## src/rtl/sd_clock_ctrl.sv

```systemverilog
// SD card clock sequencer: brings the divider up, reloads divisors safely and
// gates the divided SD clock on/off only while it is low.
module sd_clock_ctrl #(
    parameter int DIV_W         = 8,
    parameter int SETTLE_CYCLES = 4
) (
    input  logic             AXI_CLOCK,
    input  logic             AXI_RST,
    input  logic             int_clk_en,
    input  logic             sd_clk_en,
    input  logic [DIV_W-1:0] divisor_in,
    input  logic             clk_pause_req,
    input  logic             div_stable,
    input  logic             sd_clk_in,
    output logic [DIV_W-1:0] div_divisor,
    output logic             div_run,
    output logic             sd_clk_gate,
    output logic             Internal_clk_stable,
    output logic             busy
);

    localparam int CNT_W = (SETTLE_CYCLES > 1) ? $clog2(SETTLE_CYCLES) : 1;
    localparam logic [CNT_W-1:0] CNT_LAST = CNT_W'(SETTLE_CYCLES - 1);

    typedef enum logic [2:0] {
        S_OFF,
        S_START,
        S_STABLE,
        S_ENABLING,
        S_RUNNING,
        S_STOPPING,
        S_RELOAD
    } state_t;

    state_t           state;
    logic [CNT_W-1:0] settle_cnt;
    logic             divisor_differs;

    assign divisor_differs = (divisor_in != div_divisor);

    // All outputs are registered alongside the state so they change on the
    // same edge as the transition that implies them.
    always_ff @(posedge AXI_CLOCK or posedge AXI_RST) begin
        if (AXI_RST) begin
            state               <= S_OFF;
            settle_cnt          <= '0;
            div_divisor         <= '0;
            div_run             <= 1'b0;
            sd_clk_gate         <= 1'b0;
            Internal_clk_stable <= 1'b0;
            busy                <= 1'b0;
        end else if (!int_clk_en && state != S_OFF) begin
            // Host abort: the gate drops at once even if the card clock is high.
            state               <= S_OFF;
            settle_cnt          <= '0;
            div_run             <= 1'b0;
            sd_clk_gate         <= 1'b0;
            Internal_clk_stable <= 1'b0;
            busy                <= 1'b0;
        end else begin
            case (state)
                S_OFF: begin
                    div_divisor <= divisor_in;
                    if (int_clk_en) begin
                        state      <= S_START;
                        settle_cnt <= '0;
                        div_run    <= 1'b1;
                        busy       <= 1'b1;
                    end
                end
                S_START: begin
                    if (!div_stable) begin
                        settle_cnt <= '0;
                    end else if (settle_cnt == CNT_LAST) begin
                        state               <= S_STABLE;
                        settle_cnt          <= '0;
                        Internal_clk_stable <= 1'b1;
                        busy                <= 1'b0;
                    end else begin
                        settle_cnt <= settle_cnt + 1'b1;
                    end
                end
                S_STABLE: begin
                    if (sd_clk_en && !clk_pause_req) begin
                        state <= S_ENABLING;
                        busy  <= 1'b1;
                    end else if (divisor_differs) begin
                        state               <= S_RELOAD;
                        div_run             <= 1'b0;
                        Internal_clk_stable <= 1'b0;
                        busy                <= 1'b1;
                    end
                end
                S_ENABLING: begin
                    if (!sd_clk_in) begin
                        state       <= S_RUNNING;
                        sd_clk_gate <= 1'b1;
                        busy        <= 1'b0;
                    end
                end
                S_RUNNING: begin
                    if (!sd_clk_en || clk_pause_req || divisor_differs) begin
                        state <= S_STOPPING;
                        busy  <= 1'b1;
                    end
                end
                S_STOPPING: begin
                    // A pending pause is not remembered here; STABLE re-evaluates it.
                    if (!sd_clk_in) begin
                        sd_clk_gate <= 1'b0;
                        if (divisor_differs) begin
                            state               <= S_RELOAD;
                            div_run             <= 1'b0;
                            Internal_clk_stable <= 1'b0;
                        end else begin
                            state <= S_STABLE;
                            busy  <= 1'b0;
                        end
                    end
                end
                S_RELOAD: begin
                    div_divisor <= divisor_in;
                    state       <= S_START;
                    settle_cnt  <= '0;
                    div_run     <= 1'b1;
                end
                default: begin
                    state               <= S_OFF;
                    settle_cnt          <= '0;
                    div_run             <= 1'b0;
                    sd_clk_gate         <= 1'b0;
                    Internal_clk_stable <= 1'b0;
                    busy                <= 1'b0;
                end
            endcase
        end
    end

endmodule

```

## config.mk

```make
export PLATFORM = sky130hd
export DESIGN_NAME = sd_clock_ctrl
export DESIGN_NICKNAME = d
export VERILOG_FILES = /design/src/rtl/sd_clock_ctrl.sv
export SDC_FILE = /design/constraint.sdc
export NUM_CORES = 1
export LEC_CHECK = 0
export BUFFER_PORTS_ARGS = -buffer_cell sky130_fd_sc_hd__buf_2
export CORE_MARGIN = 2
export CORE_UTILIZATION = 39
export CTS_CLUSTER_SIZE = 10
export DETAILED_ROUTE_END_ITERATION = 7
export GPL_ROUTABILITY_DRIVEN = 1
export GPL_TIMING_DRIVEN = 1
export PLACE_DENSITY_LB_ADDON = 0.25
export SLEW_MARGIN = 20
export SYNTH_ARGS = -nofsm -noshare
export SYNTH_HDL_FRONTEND = slang
export SYNTH_SLANG_ARGS = --single-unit
```

## constraint.sdc

```tcl
create_clock -name AXI_CLOCK -period 3.6 [get_ports AXI_CLOCK]
set_clock_uncertainty 0.2 [all_clocks]
set_input_delay 0.18 -clock AXI_CLOCK [delete_from_list [all_inputs] [get_ports AXI_CLOCK]]
set_output_delay 0.18 -clock AXI_CLOCK [all_outputs]
set_load 0.01 [all_outputs]
```

==> impl_metrics.env, run 1 <==
export IMPL_setup_repair_after_global_routing_missed_its_margin="false"
export IMPL_synth_async_sr_flop_share=1.00
export IMPL_final_common_cell="sky130_fd_sc_hd__buf_2"
export IMPL_track_usage=0.155
export IMPL_wl_met3_um=129
export IMPL_layout_core_utilization=0.508
export IMPL_rows=19
export IMPL_synth_compound_area_frac=0.172
export IMPL_viasPerCell=5.28
export IMPL_synth_adder_area_share=0.0110
export IMPL_tritoncts_clock_tree="built"
export IMPL_clock_tree_root_cell="sky130_fd_sc_hd__clkbuf_4"
export IMPL_fin_nets=164
export IMPL_worst_ir_drop_vdd_mv=0.518
export IMPL_synth_main_ff_cell="sky130_fd_sc_hd__dfrtp_1"
export IMPL_critPathSlowestCell="sky130_fd_sc_hd__dfrtp_1"
export IMPL_synthDistinctLibCells=45
export IMPL_final_cell_mix="sky130_fd_sc_hd__buf_2, sky130_fd_sc_hd__dfrtp_1, sky130_fd_sc_hd__dlygate4sd3_1, sky130_fd_sc_hd__nand2_1, sky130_fd_sc_hd__nor2_1"
export IMPL_count_of_flip_flops_with_a_built_in_enable_after_synthesis=0
export IMPL_clock_power_share=0.098
export IMPL_multiInputGateArea_um2=644
export IMPL_final_hold_viol_count=0
export IMPL_seq_power_share=0.364
export IMPL_met2WireLength_mm=1.06
export IMPL_synthMuxAreaShare=0.159
export IMPL_layout_overhead_on_the_synthesized_area_pct=23.6
export IMPL_avgSynthCellArea_um2=10.2
export IMPL_power_share_switching=0.434
export IMPL_clkSlewWorstSetupHoldPaths_ns=0.10
export IMPL_die_area_um2=3350
export IMPL_floorplan_initialDensity=0.411
export IMPL_detailed_place_hpwl_mm=1.70
export IMPL_max_freq_ghz=0.460
export IMPL_p_leak_nw=0.635
export IMPL_post_cts_repair_timing_setup_buffer_count=0
export IMPL_die_h_um=57.9
export IMPL_crit_arrival_ns=2.17
export IMPL_clock_sinks=17
export IMPL_grt_max_degree=21
export IMPL_cts_resized_gates=0
export IMPL_finalWeightedCongestion=0.868
export IMPL_power_internal_w=0.000614
export IMPL_dr_first_iter_drc_count=22
export IMPL_holdPathStages=3
export IMPL_grt_first_pass_wirelength_mm=4.03
export IMPL_layout_drive_gt1_share=0.320
export IMPL_numPortBuffers=26
export IMPL_insertedDiodeCount=0
export IMPL_status="complete, no violations"
export IMPL_clk_latency_ns=0.30
export IMPL_detailroute_via_count=940
export IMPL_synth_yosys_seq_area_share=0.376
export IMPL_timing_final_crit_period_ns=2.18
export IMPL_setup_worst_path_end_class="flip-flop"
export IMPL_cp_start_kind="flip-flop"
export IMPL_holdCritStartpoint="int_clk_en"
export IMPL_cts_htree_levels=1
export IMPL_reg2reg_setup_slack_ns=1.42
export IMPL_die_width_um=57.9
export IMPL_min_period_over_period=0.604
export IMPL_wl_per_cell_um=13.1
export IMPL_yosys_area_share_xor_xnor=0.0619
export IMPL_critical_path_reg2reg_endpoint="Internal_clk_stable"
export IMPL_crit_path_cell_trace="nor2_1 -> o21a_1 -> a2111oi_2 -> mux2_4"
export IMPL_clockBufferDepth=2
export IMPL_register_area_um2=425
export IMPL_power_density_nw_per_um2=775
export IMPL_yosys_register_bits=17
export IMPL_floorplan_core_area_um2=2760
export IMPL_worstPathRequired_ns=3.59
export IMPL_gr_total_overflow=0
export IMPL_setup_worst_path_class="flip-flop to flip-flop"
export IMPL_synth_simple_area_share=0.165
export IMPL_drt_drc_violations_left=0
export IMPL_antenna_violating_nets_post_route=0
export IMPL_cp_max_fo=20
export IMPL_tightestPinTransition_ns=0.664
export IMPL_fin_worst_hold_slack_ns=0.0508
export IMPL_synth_top_family_by_area="compound AO/OA/AOI/OAI gates"
export IMPL_rr_startpoint="state[0]"
export IMPL_first_global_vias=917
export IMPL_headroom_to_the_max_slew_limit=0.557
export IMPL_maxUsedRoutingLayer="met4"
export IMPL_p_comb_frac=0.539
export IMPL_postRouteWirelength_mm=2.33
export IMPL_synth_nets=127
export IMPL_max_stage_delay_ns=0.78
export IMPL_final_max_slew_violation_count=0
export IMPL_first_pass_iters=4
export IMPL_synth_cells=111
export IMPL_report_final_setup_viol=0
export IMPL_wirelength_met1_mm=1.10
export IMPL_holdPathEnd="state[2]"
export IMPL_maxCapViolCount=0
export IMPL_worst_r2r_cell_count=4
export IMPL_pin_count=27
export IMPL_tns_ns=0
export IMPL_hold_path_class="input pin to flip-flop"
export IMPL_synth_cell_area_um2=1130
export IMPL_num_fill_cells=234
export IMPL_antenna_found_initial=0
export IMPL_ys_warnings_count=0
export IMPL_power_net_switching_w=0.000470
export IMPL_numCtsBuffers=3
kinds of logic after synthesis:
| group | count (synthesis) |
|---|---|
| xor gates and xnor gates | 8 |
| and+or+nand+nor | 34 |
| adders and majority gates | 1 |
| buffers and inverters | 10 |
| DFF | 17 |
| muxes | 15 |
| AOI/OAI and AO/OA | 26 |
state kept, by name, summed over array words and instances, names as in the netlist:
| register | flops |
|---|---|
| Internal_clk_stable | 1 |
| busy | 1 |
| div_divisor | 8 |
| div_run | 1 |
| sd_clk_gate | 1 |
| settle_cnt | 2 |
| state | 3 |
critical path, delay by kind of cell, from the launching register on:
family	cells	cell delay, ns
AO/OA/AOI/OAI	2	0.64
flip-flops	1	0.78
multiplexers	1	0.34
AND/OR/NAND/NOR	1	0.11
per-stage QoR:
| step | total power, W | cell area [um2] | setup WS [ns] | std cells |
|---|---|---|---|---|
| floorplan | 0.000845 | 1130 | 1.70 | 111 |
| global placement | 0.000960 | 1260 | 1.50 | 163 |
| detailed placement | 0.000977 | 1260 | 1.43 | 163 |
| CTS | 0.00110 | 1400 | 1.42 | 178 |
| global route | 0.00117 | 1400 | 1.29 | 178 |
| finish | 0.00108 | 1400 | 1.42 | 178 |
synth_stat cells, drive strengths merged (2+ instances only):
cell	number	area [um2]
dfrtp	17	425
mux2	11	128
nand2	10	40.0
nor2	9	33.8
xor2	8	70.1
a21oi	5	28.8
buf	4	35.0
inv	4	15.0
mux2i	4	52.6
nand2b	4	27.5
a31oi	3	18.8
o21ai	3	15.0
a211oi	2	15.0
a21o	2	15.0
a32o	2	20.0
nand4	2	12.5
nor3	2	10.0
nor4	2	25.0
area by class of cell:
type	count	area share
Clock inverter	1	0.00357
Clock buffer	3	0.0161
Sequential cell	17	0.304
Tap cell	31	0.0277
Multi-Input combinational cell	84	0.460
Inverter	5	0.0170
Timing Repair Buffer	37	0.172
power by group through the flow:
| stage | registers, W | clock network (W) | logic, W |
|---|---|---|---|
| after floorplan | 0.000370 | 0 | 0.000475 |
| after global placement | 0.000391 | 0 | 0.000569 |
| after detailed placement | 0.000398 | 0 | 0.000579 |
| after CTS | 0.000394 | 0.000110 | 0.000591 |
| after global routing | 0.000412 | 0.000120 | 0.000641 |
| final | 0.000394 | 0.000106 | 0.000584 |
worst max path at each step:
| stage | start | end | depth (start not counted) |
|---|---|---|---|
| 3_3_place_gp | state[0] | Internal_clk_stable | 4 |
| 4_1_cts | divisor_in[6] | state[0] | 7 |
| 5_1_grt | divisor_in[6] | state[0] | 7 |
| 6_report | state[0] | Internal_clk_stable | 4 |
| 3_5_place_dp | state[0] | Internal_clk_stable | 4 |
| 2_1_floorplan | div_divisor[6] | state[0] | 5 |
what timing repair did:
action                                 in CTS  in global routing
hold buffers                               11                  0
setup endpoints to repair                   0                  0
endpoints found under the hold margin      28                  0
routing by layer:
metal,vias to the layer above,track usage
li1,478,-
met5,-,0
met2,29,0.245
met4,0,0.0698
met1,427,0.206
met3,6,0.0313
(Power assumes the default switching activity.)
==> inputs of run 2 (changes only) <==
==> constraint.sdc (replaced) <==
create_clock -name AXI_CLOCK -period 2 [get_ports AXI_CLOCK]
set_clock_uncertainty 0.2 [all_clocks]
set_input_delay 0.1 -clock AXI_CLOCK [delete_from_list [all_inputs] [get_ports AXI_CLOCK]]
set_output_delay 0.1 -clock AXI_CLOCK [all_outputs]
set_load 0.01 [all_outputs]
==> run 2 against run 1 <==
Against the previous run: global-route usage is 2.1 points higher; flip-flop and latch count stayed put; utilization increased by 7.9 points; largest cell class unchanged; total power increased by 120%; non-clock buffer count is 15 higher; die area unchanged; via count is 8.3% higher.
==> impl_metrics.env, run 2 (synthesis results as in run 1) <==
export IMPL_die_area_um2=3350
export IMPL_first_pass_iters=4
export IMPL_reg_top3="div_divisor x8, state x3, settle_cnt x2"
export IMPL_hold_path_class="input pin to flip-flop"
export IMPL_floorplan_initialDensity=0.411
export IMPL_numPortBuffers=26
export IMPL_timing_final_crit_period_ns=1.96
export IMPL_setup_worst_path_end_class="flip-flop"
export IMPL_largest_register_ffs=8
export IMPL_pre_cts_slack_ns=-0.0467
export IMPL_clkSlewWorstSetupHoldPaths_ns=0.10
export IMPL_worst_r2r_cell_count=5
export IMPL_final_max_slew_violation_count=0
export IMPL_finalWeightedCongestion=0.857
export IMPL_crit_path_cell_trace="dlygate4sd3_1 -> buf_2 -> xor2_2 -> nor4_4 -> and3_4 -> a2111oi_4 -> mux2_4"
export IMPL_setup_repair_after_global_routing_missed_its_margin="true"
export IMPL_cp_start_kind="input pin"
export IMPL_antenna_violating_nets_post_route=0
export IMPL_track_usage=0.176
export IMPL_fin_worst_hold_slack_ns=0.0330
export IMPL_max_freq_ghz=0.510
export IMPL_power_density_nw_per_um2=1450
export IMPL_final_hold_viol_count=0
export IMPL_worst_ir_drop_vdd_mv=0.942
export IMPL_die_h_um=57.9
export IMPL_report_final_setup_viol=0
export IMPL_final_cell_mix="sky130_fd_sc_hd__buf_2, sky130_fd_sc_hd__buf_4, sky130_fd_sc_hd__dfrtp_1, sky130_fd_sc_hd__dlygate4sd3_1, sky130_fd_sc_hd__nand2_1"
export IMPL_critPathSlowestCell="sky130_fd_sc_hd__dlygate4sd3_1"
export IMPL_grt_first_pass_wirelength_mm=4.62
export IMPL_layout_overhead_on_the_synthesized_area_pct=43.0
export IMPL_layout_drive_gt1_share=0.438
export IMPL_first_global_vias=1077
export IMPL_die_width_um=57.9
export IMPL_cts_htree_levels=1
export IMPL_insertedDiodeCount=0
export IMPL_viasPerCell=5.27
export IMPL_numCtsBuffers=3
export IMPL_crit_arrival_ns=1.93
export IMPL_maxCapViolCount=0
export IMPL_tritoncts_clock_tree="built"
export IMPL_wl_per_cell_um=13.9
export IMPL_detailroute_via_count=1018
export IMPL_pin_count=27
export IMPL_clock_sinks=17
export IMPL_worstPathRequired_ns=1.97
export IMPL_grt_max_degree=18
export IMPL_finish_instance_area_um2=1620
export IMPL_headroom_to_the_max_slew_limit=0.570
export IMPL_registers_top_by_ff_count="div_divisor"
export IMPL_floorplan_core_area_um2=2760
export IMPL_worstSetupStartpoint="divisor_in[5]"
export IMPL_min_period_over_period=0.980
export IMPL_final_common_cell="sky130_fd_sc_hd__buf_2"
export IMPL_dr_first_iter_drc_count=36
export IMPL_place_area_um2=1370
export IMPL_rows=19
export IMPL_setup_worst_path_class="input pin to flip-flop"
export IMPL_cp_max_fo=4
export IMPL_detailed_place_hpwl_mm=1.96
export IMPL_postLayoutSetupSlackWorst_ns=0.0399
export IMPL_clk_latency_ns=0.28
export IMPL_drt_drc_violations_left=0
export IMPL_max_stage_delay_ns=0.54
export IMPL_rr_startpoint="div_divisor[7]"
export IMPL_worstSetupEndpoint="Internal_clk_stable"
export IMPL_holdCritStartpoint="divisor_in[2]"
export IMPL_reg2reg_setup_slack_ns=0.06
export IMPL_gr_total_overflow=0
export IMPL_tightestPinTransition_ns=0.645
export IMPL_postRouteWirelength_mm=2.68
export IMPL_fin_nets=179
export IMPL_p_leak_nw=0.728
export IMPL_status="complete, no violations"
export IMPL_antenna_found_initial=0
export IMPL_clockBufferDepth=2
export IMPL_clock_tree_root_cell="sky130_fd_sc_hd__clkbuf_4"
export IMPL_critical_path_reg2reg_endpoint="Internal_clk_stable"
-- run 2: changes by cell type in the layout (fill, tap and decap cells not counted), moves of 3 or more --
cell	previous run	this run
sky130_fd_sc_hd__buf_4	0	17
sky130_fd_sc_hd__xor2_1	8	0
sky130_fd_sc_hd__xor2_2	0	8
sky130_fd_sc_hd__buf_2	26	23
-- run 2: critical path: cells and delay by family --
family	cells	cell delay, ns
compound gates	1	0.40
mux	1	0.33
buf+inv	2	0.69
simple gates	2	0.25
xor+xnor	1	0.16
-- run 2: layout make-up --
type / count / area (um2)
Fill cell: 238 / 1140
Multi-Input combinational cell: 84 / 737
Sequential cell: 17 / 428
Timing Repair Buffer: 52 / 365
Tap cell: 31 / 38.8
Clock buffer: 4 / 26.3
Inverter: 5 / 23.8
-- run 2: stage by stage --
stage,power (W),std cells,utilization,TNS (ns)
2_1_floorplan,0.00152,111,-,0
3_3_place_gp,0.00193,177,0.496,0
3_5_place_dp,0.00196,177,0.496,-0.0467
4_1_cts,0.00222,193,0.557,0
5_1_grt,0.00254,193,0.587,-0.0349
6_report,0.00234,193,0.587,0
-- run 2: report_power, final --
group	switching, W	total, W	leakage [nW]	internal (W)
clock	0.000101	0.000179	0.0150	0.0000773
sequential	0.000187	0.000691	0.207	0.000505
combinational	0.000684	0.00147	0.505	0.000789
-- run 2: worst min-delay path by stage --
stage	end	slack [ns]	cells after the start
global route	div_divisor[2]	0.02	2
CTS	state[2]	0.20	6
global placement	div_run	0.02	2
floorplan	Internal_clk_stable	-0.17	1
finish	div_divisor[2]	0.03	2
detailed placement	Internal_clk_stable	0.02	2
-- run 2: repair_timing --
item | in CTS | in global routing
setup buffers | 0 | 4
setup endpoints to repair | 1 | 4
pin swaps | 0 | 10
hold buffers | 12 | 0
endpoints found under the hold margin | 29 | 0
resized for setup | 3 | 12
-- run 2: routing by layer --
layer  part of all wire  vias up  wire, um  global-route usage
met1               0.42      491      1130               0.213
met5                  0        -         0                   0
li1                   -      501         -                   -
met2               0.53       24      1430               0.330
met3              0.040        2       107              0.0156
met4             0.0060        0        16              0.0532
==> inputs of run 3 (changes only) <==
==> constraint.sdc (replaced) <==
create_clock -name AXI_CLOCK -period 1.6 [get_ports AXI_CLOCK]
set_clock_uncertainty 0.2 [all_clocks]
set_input_delay 0.08 -clock AXI_CLOCK [delete_from_list [all_inputs] [get_ports AXI_CLOCK]]
set_output_delay 0.08 -clock AXI_CLOCK [all_outputs]
set_load 0.01 [all_outputs]
==> run 3 against run 2 <==
Against the previous run: the flow now finishes with violations (negative hold slack, negative setup slack); critical path depth shrank 1; combinational power grew 73%; worst setup slack lost 0.40 ns; via count grew 12%; register-to-register slack lost 0.42 ns; first-iteration DRC count shrank 8.3%; wire length grew 15%; hold slack lost 0.041 ns; final cell count grew 12%; total power grew 54%; largest cell class unchanged; flip-flop and latch count is the same; critical endpoint unchanged.
==> impl_metrics.env, run 3 (synthesis results as in run 1) <==
export IMPL_clock_tree_root_cell="sky130_fd_sc_hd__clkbuf_4"
export IMPL_layout_core_utilization=0.678
export IMPL_headroom_to_the_max_slew_limit=0.795
export IMPL_setup_worst_path_end_class="flip-flop"
export IMPL_clock_power_share=0.065
export IMPL_wl_per_cell_um=14.2
export IMPL_final_max_slew_violation_count=0
export IMPL_first_pass_iters=4
export IMPL_max_freq_ghz=0.510
export IMPL_die_area_um2=3350
export IMPL_p_leak_nw=0.888
export IMPL_registers_top_by_ff_count="div_divisor"
export IMPL_crit_path_cell_trace="xor2_1 -> nor4_2 -> buf_4 -> and3_4 -> a2111oi_4 -> mux2_4"
export IMPL_clkSlewWorstSetupHoldPaths_ns=0.10
export IMPL_numCtsBuffers=3
export IMPL_power_internal_w=0.00221
export IMPL_report_final_setup_viol=14
export IMPL_detailed_place_hpwl_mm=2.19
export IMPL_max_stage_delay_ns=0.41
export IMPL_p_comb_frac=0.707
export IMPL_status="finished with violations"
export IMPL_cp_max_fo=4
export IMPL_antenna_found_initial=0
export IMPL_pin_count=27
export IMPL_dr_first_iter_drc_count=33
export IMPL_final_common_cell="sky130_fd_sc_hd__buf_4"
export IMPL_final_hold_viol_count=1
export IMPL_power_total_w=0.00360
export IMPL_tritoncts_clock_tree="built"
export IMPL_cp_buffers_inverters=1
export IMPL_cp_start_kind="flip-flop"
export IMPL_crit_arrival_ns=1.94
export IMPL_tightestPinTransition_ns=0.308
export IMPL_maxCapViolCount=0
export IMPL_fin_nets=203
export IMPL_largest_register_ffs=8
export IMPL_violations_in_the_final_reports="negative hold slack, negative setup slack"
export IMPL_layout_drive_gt1_share=0.565
export IMPL_first_global_vias=1185
export IMPL_viasPerCell=5.24
export IMPL_die_width_um=57.9
export IMPL_die_h_um=57.9
export IMPL_postLayoutSetupSlackWorst_ns=-0.359
export IMPL_drt_drc_violations_left=0
export IMPL_grt_first_pass_wirelength_mm=5.35
export IMPL_clk_latency_ns=0.29
export IMPL_power_share_switching=0.385
export IMPL_rows=19
export IMPL_postRouteWirelength_mm=3.09
export IMPL_power_density_nw_per_um2=1920
export IMPL_antenna_violating_nets_post_route=0
export IMPL_grt_max_degree=18
export IMPL_hold_path_class="input pin to flip-flop"
export IMPL_seq_power_share=0.228
export IMPL_tns_ns=-2.36
export IMPL_detailroute_via_count=1138
export IMPL_reg_top3="div_divisor x8, state x3, settle_cnt x2"
export IMPL_layout_overhead_on_the_synthesized_area_pct=65.1
export IMPL_finish_instance_area_um2=1870
export IMPL_gr_total_overflow=0
export IMPL_final_cell_mix="sky130_fd_sc_hd__buf_4, sky130_fd_sc_hd__buf_2, sky130_fd_sc_hd__dfrtp_1, sky130_fd_sc_hd__mux2_4, sky130_fd_sc_hd__dlygate4sd3_1"
export IMPL_track_usage=0.205
export IMPL_setup_worst_path_class="flip-flop to flip-flop"
export IMPL_timing_final_crit_period_ns=1.96
export IMPL_clockBufferDepth=2
export IMPL_worst_ir_drop_vdd_mv=1.26
export IMPL_fin_worst_hold_slack_ns=-0.00807
export IMPL_floorplan_initialDensity=0.411
export IMPL_cts_htree_levels=1
export IMPL_finalWeightedCongestion=0.861
export IMPL_insertedDiodeCount=0
export IMPL_floorplan_core_area_um2=2760
export IMPL_power_net_switching_w=0.00138
export IMPL_path_delay_family="flip-flops"
export IMPL_clock_sinks=17
export IMPL_min_period_over_period=1.22
export IMPL_worstPathRequired_ns=1.58
export IMPL_setup_repair_after_global_routing_missed_its_margin="true"
export IMPL_numPortBuffers=26
export IMPL_critPathSlowestCell="sky130_fd_sc_hd__dfrtp_1"
export IMPL_place_area_um2=1580
[run 3: layout make-up]
type,instances,area [um2]
clock buffer,4,26.3
fill,225,888
inverter,5,26.3
multi-input combinational,84,785
sequential,17,429
tap,31,38.8
timing repair buffer,76,564
[run 3: worst paths after layout]
kind	start	slack, ns	end	depth (start not counted)
setup / recovery	div_divisor[6]	-0.36	Internal_clk_stable	6
hold / removal	int_clk_en	-0.008	sd_clk_gate	4
setup reg to reg	div_divisor[6]	-0.36	Internal_clk_stable	6
hold reg to reg	settle_cnt[1]	0.31	settle_cnt[1]	1
max in group asynchronous	AXI_RST	0.87	state[1]	4
min in group asynchronous	AXI_RST	0.13	div_divisor[7]	4
[run 3: power groups by stage]
| stage | sequential, W | combinational, W | clock (W) |
|---|---|---|---|
| after floorplan | 0.000839 | 0.00126 | 0 |
| after global placement | 0.000792 | 0.00213 | 0 |
| after detailed placement | 0.000808 | 0.00217 | 0 |
| after CTS | 0.000810 | 0.00241 | 0.000239 |
| after global routing | 0.000849 | 0.00274 | 0.000262 |
| final | 0.000822 | 0.00254 | 0.000234 |
[run 3: worst min-delay path, delay by kind of cell]
kind	cells	cell delay, ns
AOI/OAI and AO/OA	1	0.06
buffers and inverters	2	0.23
and+or+nand+nor	1	0.07
[run 3: what timing repair did]
item	4_1_cts	5_1_grt
buffers inserted	4	3
gates cloned	0	0
endpoints found under the setup margin	17	17
hold buffers	10	1
hold endpoints to repair	28	1
pin swaps	7	4
resized for setup	16	9
[run 3: layer usage]
layer / wire (um) / GRT usage / share of wire
met5: 0 / 0 / 0
met3: 103 / 0.0223 / 0.033
met1: 1340 / 0.264 / 0.43
met4: 34 / 0.0797 / 0.011
met2: 1620 / 0.351 / 0.52
[run 3: stage by stage]
| stage | setup WS [ns] | std cells |
|---|---|---|
| after CTS | -0.376 | 213 |
| final | -0.359 | 217 |
| after global routing | -0.464 | 217 |
| after global placement | -0.378 | 197 |
| after floorplan | -0.285 | 111 |
| after detailed placement | -0.423 | 197 |
